`config.mk`:
```
export PLATFORM = sky130hd
export DESIGN_NAME = fifo_uart_tx
export DESIGN_NICKNAME = d
export VERILOG_FILES = /design/src/rtl/fifo_uart_tx.sv
export SDC_FILE = /design/constraint.sdc
export NUM_CORES = 1
export LEC_CHECK = 0
export CAP_MARGIN = 20
export CORE_UTILIZATION = 55
export DETAILED_ROUTE_END_ITERATION = 6
export PLACE_DENSITY = 0.85
export SLEW_MARGIN = 10
export SYNTH_ARGS = -nofsm -noshare
export SYNTH_HDL_FRONTEND = slang
export SYNTH_SLANG_ARGS = --single-unit
```
`constraint.sdc`:
```
create_clock -name clk -period 2.8 [get_ports clk]
set_input_delay 0.56 -clock clk [delete_from_list [all_inputs] [get_ports clk]]
set_output_delay 0.56 -clock clk [all_outputs]
set_load 0.005 [all_outputs]
```
`src/rtl/fifo_uart_tx.sv`:
```
// FIFO read-side UART transmitter: pops show-ahead FIFO words and serialises them
// as start / DATA_WIDTH data bits (LSB first) / STOP_BITS stop bits, back-to-back while data remains.
module fifo_uart_tx #(
  parameter int DATA_WIDTH   = 8,
  parameter int CLKS_PER_BIT = 868,
  parameter int STOP_BITS    = 1
) (
  input  logic                  clk,
  input  logic                  reset,
  input  logic                  empty,
  input  logic [DATA_WIDTH-1:0] rd_data,
  output logic                  rd,
  output logic                  tx,
  output logic                  tx_busy,
  output logic                  tx_done
);

  localparam int BAUD_W = $clog2(CLKS_PER_BIT);
  localparam int IDX_W  = $clog2(DATA_WIDTH + 1);

  localparam logic [BAUD_W-1:0] BAUD_LAST = BAUD_W'(CLKS_PER_BIT - 1);
  localparam logic [IDX_W-1:0]  DATA_LAST = IDX_W'(DATA_WIDTH - 1);
  localparam logic [IDX_W-1:0]  STOP_LAST = IDX_W'(STOP_BITS - 1);

  typedef enum logic [1:0] {
    S_IDLE,
    S_START,
    S_DATA,
    S_STOP
  } state_e;

  state_e                  state_q, state_d;
  logic [BAUD_W-1:0]       baud_q, baud_d;
  logic [IDX_W-1:0]        idx_q, idx_d;
  logic [DATA_WIDTH-1:0]   shreg_q, shreg_d;
  logic                    tx_q, tx_d;
  logic                    busy_q, busy_d;
  logic                    bit_end;
  logic                    pop;

  assign bit_end = (baud_q == BAUD_LAST);

  // NOTE: every signal assigned in this block gets a default first, so no path
  // leaves one unassigned and no latch is inferred.
  always_comb begin
    state_d = state_q;
    baud_d  = baud_q;
    idx_d   = idx_q;
    shreg_d = shreg_q;
    pop     = 1'b0;
    tx_done = 1'b0;

    if (state_q != S_IDLE) begin
      baud_d = bit_end ? '0 : baud_q + BAUD_W'(1);
    end

    case (state_q)
      S_IDLE: begin
        pop = ~empty;
      end
      S_START: begin
        if (bit_end) begin
          state_d = S_DATA;
          idx_d   = '0;
        end
      end
      S_DATA: begin
        if (bit_end) begin
          if (idx_q == DATA_LAST) begin
            state_d = S_STOP;
            idx_d   = '0;
          end else begin
            idx_d   = idx_q + IDX_W'(1);
            shreg_d = shreg_q >> 1;
          end
        end
      end
      S_STOP: begin
        if (bit_end) begin
          if (idx_q == STOP_LAST) begin
            tx_done = 1'b1;
            if (empty) state_d = S_IDLE;
            else       pop     = 1'b1;
          end else begin
            idx_d = idx_q + IDX_W'(1);
          end
        end
      end
      default: state_d = S_IDLE;
    endcase

    // A pop restarts the frame from the show-ahead head word, with no idle gap.
    if (pop) begin
      state_d = S_START;
      baud_d  = '0;
      idx_d   = '0;
      shreg_d = rd_data;
    end

    case (state_d)
      S_START: tx_d = 1'b0;
      S_DATA:  tx_d = shreg_d[0];
      default: tx_d = 1'b1;
    endcase
    busy_d = (state_d != S_IDLE);
  end

  // The FIFO must never see a pop while the transmitter is held in reset.
  assign rd      = pop & reset;
  assign tx      = tx_q;
  assign tx_busy = busy_q;

  // NOTE: state registers use non-blocking assignments so every flop samples
  // the values from before the edge, independent of statement order.
  always_ff @(posedge clk or negedge reset) begin
    if (!reset) begin
      state_q <= S_IDLE;
      baud_q  <= '0;
      idx_q   <= '0;
      shreg_q <= '0;
      tx_q    <= 1'b1;
      busy_q  <= 1'b0;
    end else begin
      state_q <= state_d;
      baud_q  <= baud_d;
      idx_q   <= idx_d;
      shreg_q <= shreg_d;
      tx_q    <= tx_d;
      busy_q  <= busy_d;
    end
  end

endmodule

```
Word-level counts from Yosys, hierarchy flattened. Index checks and enable logic that the tools add are counted.

Register bits after elaboration: 26. Input bits: 11. Output and inout bits: 4. Word-level logic and storage cells: 63.

$add $sub $neg: 2. Eq/ne operators: 12. Multiplexer cells: 30. Bitwise logic cells: 2. Reduce and logical (&&, ||, !) cells: 10.

Operators with widths (count): $mux W8 (4); $mux W10 (3); $mux W4 (6); $mux W2 (7); $ne A3 B3 Y1 const B (4); $pmux W4 S3 (1); $add A10 B1 Y10 const B (1); $eq A10 B10 Y1 const B (1); $reduce_bool A2 Y1 (5); $eq A2 B2 Y1 const B (3); $mux W1 (6); $pmux W2 S3 (1); $reduce_and A5 Y1 (1); $add A4 B1 Y4 const B (1); $eq A2 B1 Y1 const B (2); $eq A4 B3 Y1 const B (1); $logic_not A4 Y1 (1); $pmux W1 S2 (2); $reduce_bool A4 Y1 (1); $reduce_and A3 Y1 (1); $logic_not A2 Y1 (1); $ne A2 B2 Y1 const B (1); $and A1 B1 Y1 (1); $not A1 Y1 (1).

Logic depth before layout (Yosys ltp).
Depth in word-level cells: 7. Gate-level depth with buffers: 8. Mapped depth without buffers: 7.

Worst setup path before layout. Ideal clock, no wire load.

Path type: register to output. Start point: register baud_q[0]. End point: output port rd. Arrival: 1.657 ns. Data required time: 2.240 ns. Setup slack: 0.583 ns. Cell stages (with the launch flop): 8. Buffers on the path: 2. Cell sequence: dfrtp_1 ha_1 and4b_4 and3_1 buf_6 a22o_1 clkbuf_1 and2_1.

Cells in the longest elaborated chain, start to end: 4.

RTL lines: from (decl) (line 33) `logic [BAUD_W-1:0] baud_q, baud_d;`; from (signal assigned) (line 125) `baud_q <= baud_d;`; $eq A10 B10 Y1 (line 41) `assign bit_end = (baud_q == BAUD_LAST);`; $mux W1 (line 79) `if (bit_end) begin`; $pmux W1 S2 (line 57) `case (state_q)`; $and A1 B1 Y1 (line 109) `assign rd = pop & reset;`; to (decl) (line 12) `output logic rd,`.

No other way between the ends.

Worst setup path after layout.
Start point: register baud_q[0]. End point: output port tx_done.

Cells in the longest elaborated chain, start to end: 3.

RTL lines: $eq A10 B10 Y1 (line 41); $mux W1 (line 79); $mux W1 (line 57); to (decl) (line 15) `output logic tx_done`.

No other way between the ends.

==> out/summary.md <==
The die boundary height was 54.9 um. Setup violations remaining at the end of the flow were counted as 0. The number of cells on the worst reg-to-reg path was 7. The number of storage elements in the synthesis netlist was 26; the net switching power was 609 uW. The run gives 0 as the antenna cell count. The sequential share of the synthesized area was 0.424; the peak per-stage delay on the critical path was 0.51 ns.

For flop-to-flop paths, the worst setup slack is 0.29 ns. OpenSTA, run right after detailed placement, puts the worst setup slack at 0.109 ns. Compared with the post-synthesis result, the final layout area differs by 23.5%. Number of slew-limit violations in the final report: 0. Entering global routing, the biggest net connects 27 pins. The maximum vdd drop was 0.663 mV; the worst clock skew on the final layout was 0.00530 ns. By area the synthesized netlist is led by dfrtp_1, ha_1, o21ai_0, mux2i_1, nand2_1. After global routing the overflow that remains totals 0.

Switching share of power: 0.373. The analysis attributes to cell leakage a power of 0.000886 uW. For this design the ratio of total power to cell area is 861 mW/mm^2. The critical path goes through ha_1 > and4b_4 > buf_4 > nand3_2 > nor2_1 > clkdlybuf4s50_1. During I/O placement, the number of pins put on the boundary was 15. The number of clock buffers added by TritonCTS is 3. Fraction of the cycle the final worst path needs: 0.954.

Cell internal power was estimated by the tool at 1020 uW. The power share of the clock group was 0.160. The cell sitting at the root of the clock tree is a clkbuf_4. For the global-route usage over all layers, the log shows 0.262. When the netlist entered floorplanning its net count stood at 177.

Timing would allow up to 0.374 GHz. The starting density of the core was 0.598; the post-synthesis average cell area was 9.72 sq um. The worst hold path terminates at baud_q[9]$_DFFE_PN0P_. The post-detailed-route via-to-cell ratio is 6.15. During synthesis, Yosys emitted a total of 0 warnings. Routability-driven placement finished with a final weighted congestion of 0.969. The number of global-route vias before repair is 1220, and the synthesized instance count is 158. Summed over all failing endpoints, the final setup total negative slack is 0 ns. The reported max-cap violation count is 0, and the maximum fanout count along the critical path is 6. Total number of H-tree levels: 1. Setup slack on the critical path of the routed design comes to 0.128 ns. In the routed design, unresolved DRC markers number 0. The layout has 199 filler cells.

After the first detailed-routing iteration, the DRC count stood at 29. Setup repair after global routing left no endpoint under its margin. The final routed wire length divided by cell count is 16.6 um. Total wire length after detailed routing: 3600 um.

For the total number of vias, the log shows 1334. Buffers placed on the I/O ports in this run total 14. The tools report the kind of launch point of the worst setup path as a flop.

The min-delay analysis places its worst path in the category flop to flop. The largest individual stage delay along the critical path comes from the cell clkdlybuf4s50_1. The cell area that synthesis handed to floorplanning was 0.00154 sq mm. The first global-routing pass estimated 5620 um of wire.

The combinational share of power was 0.473; the register cell area after layout was 654 sq um. The clock-pin slew on the worst setup and hold paths is 0.15 ns, and the area of the die is 0.00301 sq mm. The tools report the estimated wirelength of the detail-placed design as 2460 um. The flow ran to the end, and the final reports show no timing, DRC or antenna violations. The tools report the net count reported at finish as 207. Minimum clock period after layout: 2.67 ns. The register share of total power is 0.368. The logs give 0 for the count of antenna-violating nets left after detailed routing and 18 for the number of rows created at floorplan. The worst-case headroom to the max-slew limit is 0.647. The worst hold path depth was 1; the hold violation count in the final report was 0. After floorplanning, the core was sized to cover 0.00257 sq mm. The clock passes through at most 2 buffers.

The overall die width was 54.9 um; the worst path required time was 2.24 ns. The critical path data arrival time was 2.11 ns. The startpoint identified for the worst hold timing path is baud_q[9]$_DFFE_PN0P_. The tools report the source of the worst register-to-register timing path as state_q[0]$_DFF_PN0_. The critical path is of the flop to output pin type. The tools report the latest clock arrival within the worst-skew pair as 0.33 ns. The number of detailed-routing iterations run before antenna repair was 4.

The share of the synthesized area in the top cell type was 0.407. The netlist uses 44 different library cells. STA classifies the critical path endpoint as an output pin.

Cell taking the most area after synthesis: dfrtp_1. TritonCTS built the clock tree. For the initial antenna violation count, the log shows 0. The share of final-layout standard cells stronger than drive strength 1 works out to 0.166.

For the pin with the worst max-slew slack, the measured transition is 0.530 ns. In the final layout, the multi-input gates occupy 880 sq um. The endpoint identified for the worst register-to-register timing path is tx$_DFF_PN1_.

CTS saw 26 sinks.
==> logic make-up (layout without fill, tap and decap cells) <==
group,Yosys count,after routing,synth area share
buffers and inverters,10,39,0.0293
adders and majority gates,8,8,0.0651
AOI/OAI and AO/OA,30,30,0.121
muxes,9,9,0.0627
xor gates and xnor gates,8,8,0.0456
DFF,26,26,0.424
and+or+nand+nor,67,67,0.252
==> synthesized netlist by cell type <==
cell type  instances
and3_1             2
dfrtp_1           25
nand4_4            1
nor3b_1            3
and4bb_1           1
a211oi_1           2
xnor2_1            2
mux2i_1            7
nor2b_1            4
nand3b_1           1
nand3_1            6
a21oi_1            5
dfstp_2            1
a311o_1            1
and4b_4            1
a221oi_1           1
mux2_2             1
ha_1               8
nor3_1             1
buf_6              1
clkbuf_1           2
nor4bb_1           1
inv_1              7
nand4_1            2
xor2_1             6
and4_1             3
mux2_4             1
or3_1              2
o31ai_1            1
or4b_1             1
a22o_1             1
a32o_1             1
nand2b_1           1
or4_1              1
or2_1              1
nor2_1            15
a21boi_0           1
o21ai_0           15
and2b_1            1
a221o_1            1
a41oi_1            1
and2_1             1
nand2_1           17
nand4bb_1          1
==> cells in the final DEF, fill, tap and decap left out, types with 2 or more instances in the layout <==
cell type	instances
a21oi_1	5
ha_1	6
dfrtp_1	23
xnor2_1	2
mux2i_1	7
nor2_1	15
clkbuf_4	3
nor3b_1	3
a211oi_1	2
and4_1	3
nand3_1	5
dfrtp_2	2
inv_1	6
nor2b_1	4
nand2_1	17
xor2_1	6
o21ai_0	15
clkdlybuf4s50_1	13
or3_1	2
ha_4	2
buf_4	14
nand4_1	2
==> repair_timing <==
item,4_1_cts,5_1_grt
hold buffers,0,0
endpoints found under the hold margin,0,0
pin swaps,1,3
setup endpoints to repair,1,2
buffers inserted,4,4
gates cloned,0,0
resized for setup,8,3
==> per-stage QoR <==
stage                     utilization  power, uW  hold slack [ns]  cells  instance area, sq um
after global placement          0.678       1230            0.485    205                  1740
after global routing            0.739       1760            0.542    217                  1900
after floorplan                     -       1050            0.264    158                  1540
final                           0.739       1630            0.519    217                  1900
after detailed placement        0.678       1280            0.511    205                  1740
after CTS                       0.725       1610            0.528    213                  1860
==> power by group through the flow <==
stage          clock [uW]  combinational (uW)  sequential (uW)
2_1_floorplan           0                 476              579
3_3_place_gp            0                 640              593
3_5_place_dp            0                 671              606
4_1_cts               263                 750              599
5_1_grt               281                 862              614
6_report              261                 772              600
==> worst max-delay path by stage <==
stage | end | cells after the start | slack, ns | start
4_1_cts | rd | 6 | 0.001 | state_q[0]$_DFF_PN0_
5_1_grt | tx_done | 6 | 0.03 | baud_q[0]$_DFFE_PN0P_
2_1_floorplan | rd | 7 | 0.58 | baud_q[0]$_DFFE_PN0P_
6_report | tx_done | 6 | 0.13 | baud_q[0]$_DFFE_PN0P_
3_3_place_gp | rd | 5 | 0.15 | empty
3_5_place_dp | rd | 5 | 0.11 | empty
==> critical path, delay by kind of cell, from the launching register on <==
kind                     cells  cell delay [ns]
buffers and inverters        2             0.65
adder cells (fa/ha/maj)      1             0.19
AND/OR/NAND/NOR              3             0.56
flip-flops                   1             0.39
==> metal layers <==
| layer | wire length [um] | share of wire | GRT usage |
|---|---|---|---|
| met3 | 224 | 0.062 | 0.0306 |
| met5 | 0 | 0 | 0 |
| met4 | 71 | 0.020 | 0.0855 |
| met2 | 1820 | 0.51 | 0.480 |
| met1 | 1480 | 0.41 | 0.311 |
==> final cells by class <==
cell class,count,area share
clock buffer,3,0.0119
clock inverter,1,0.0158
inverter,7,0.0138
multi-input combinational,122,0.463
sequential,26,0.345
tap,30,0.0198
timing repair buffer,28,0.131
==> flip-flops by register name, indices dropped and copies added (netlist names) <==
name and flops:
state_q 2, tx_busy 1, idx_q 4, shreg_q 8
baud_q 10, tx 1
Power figures use the tool's default switching activity.
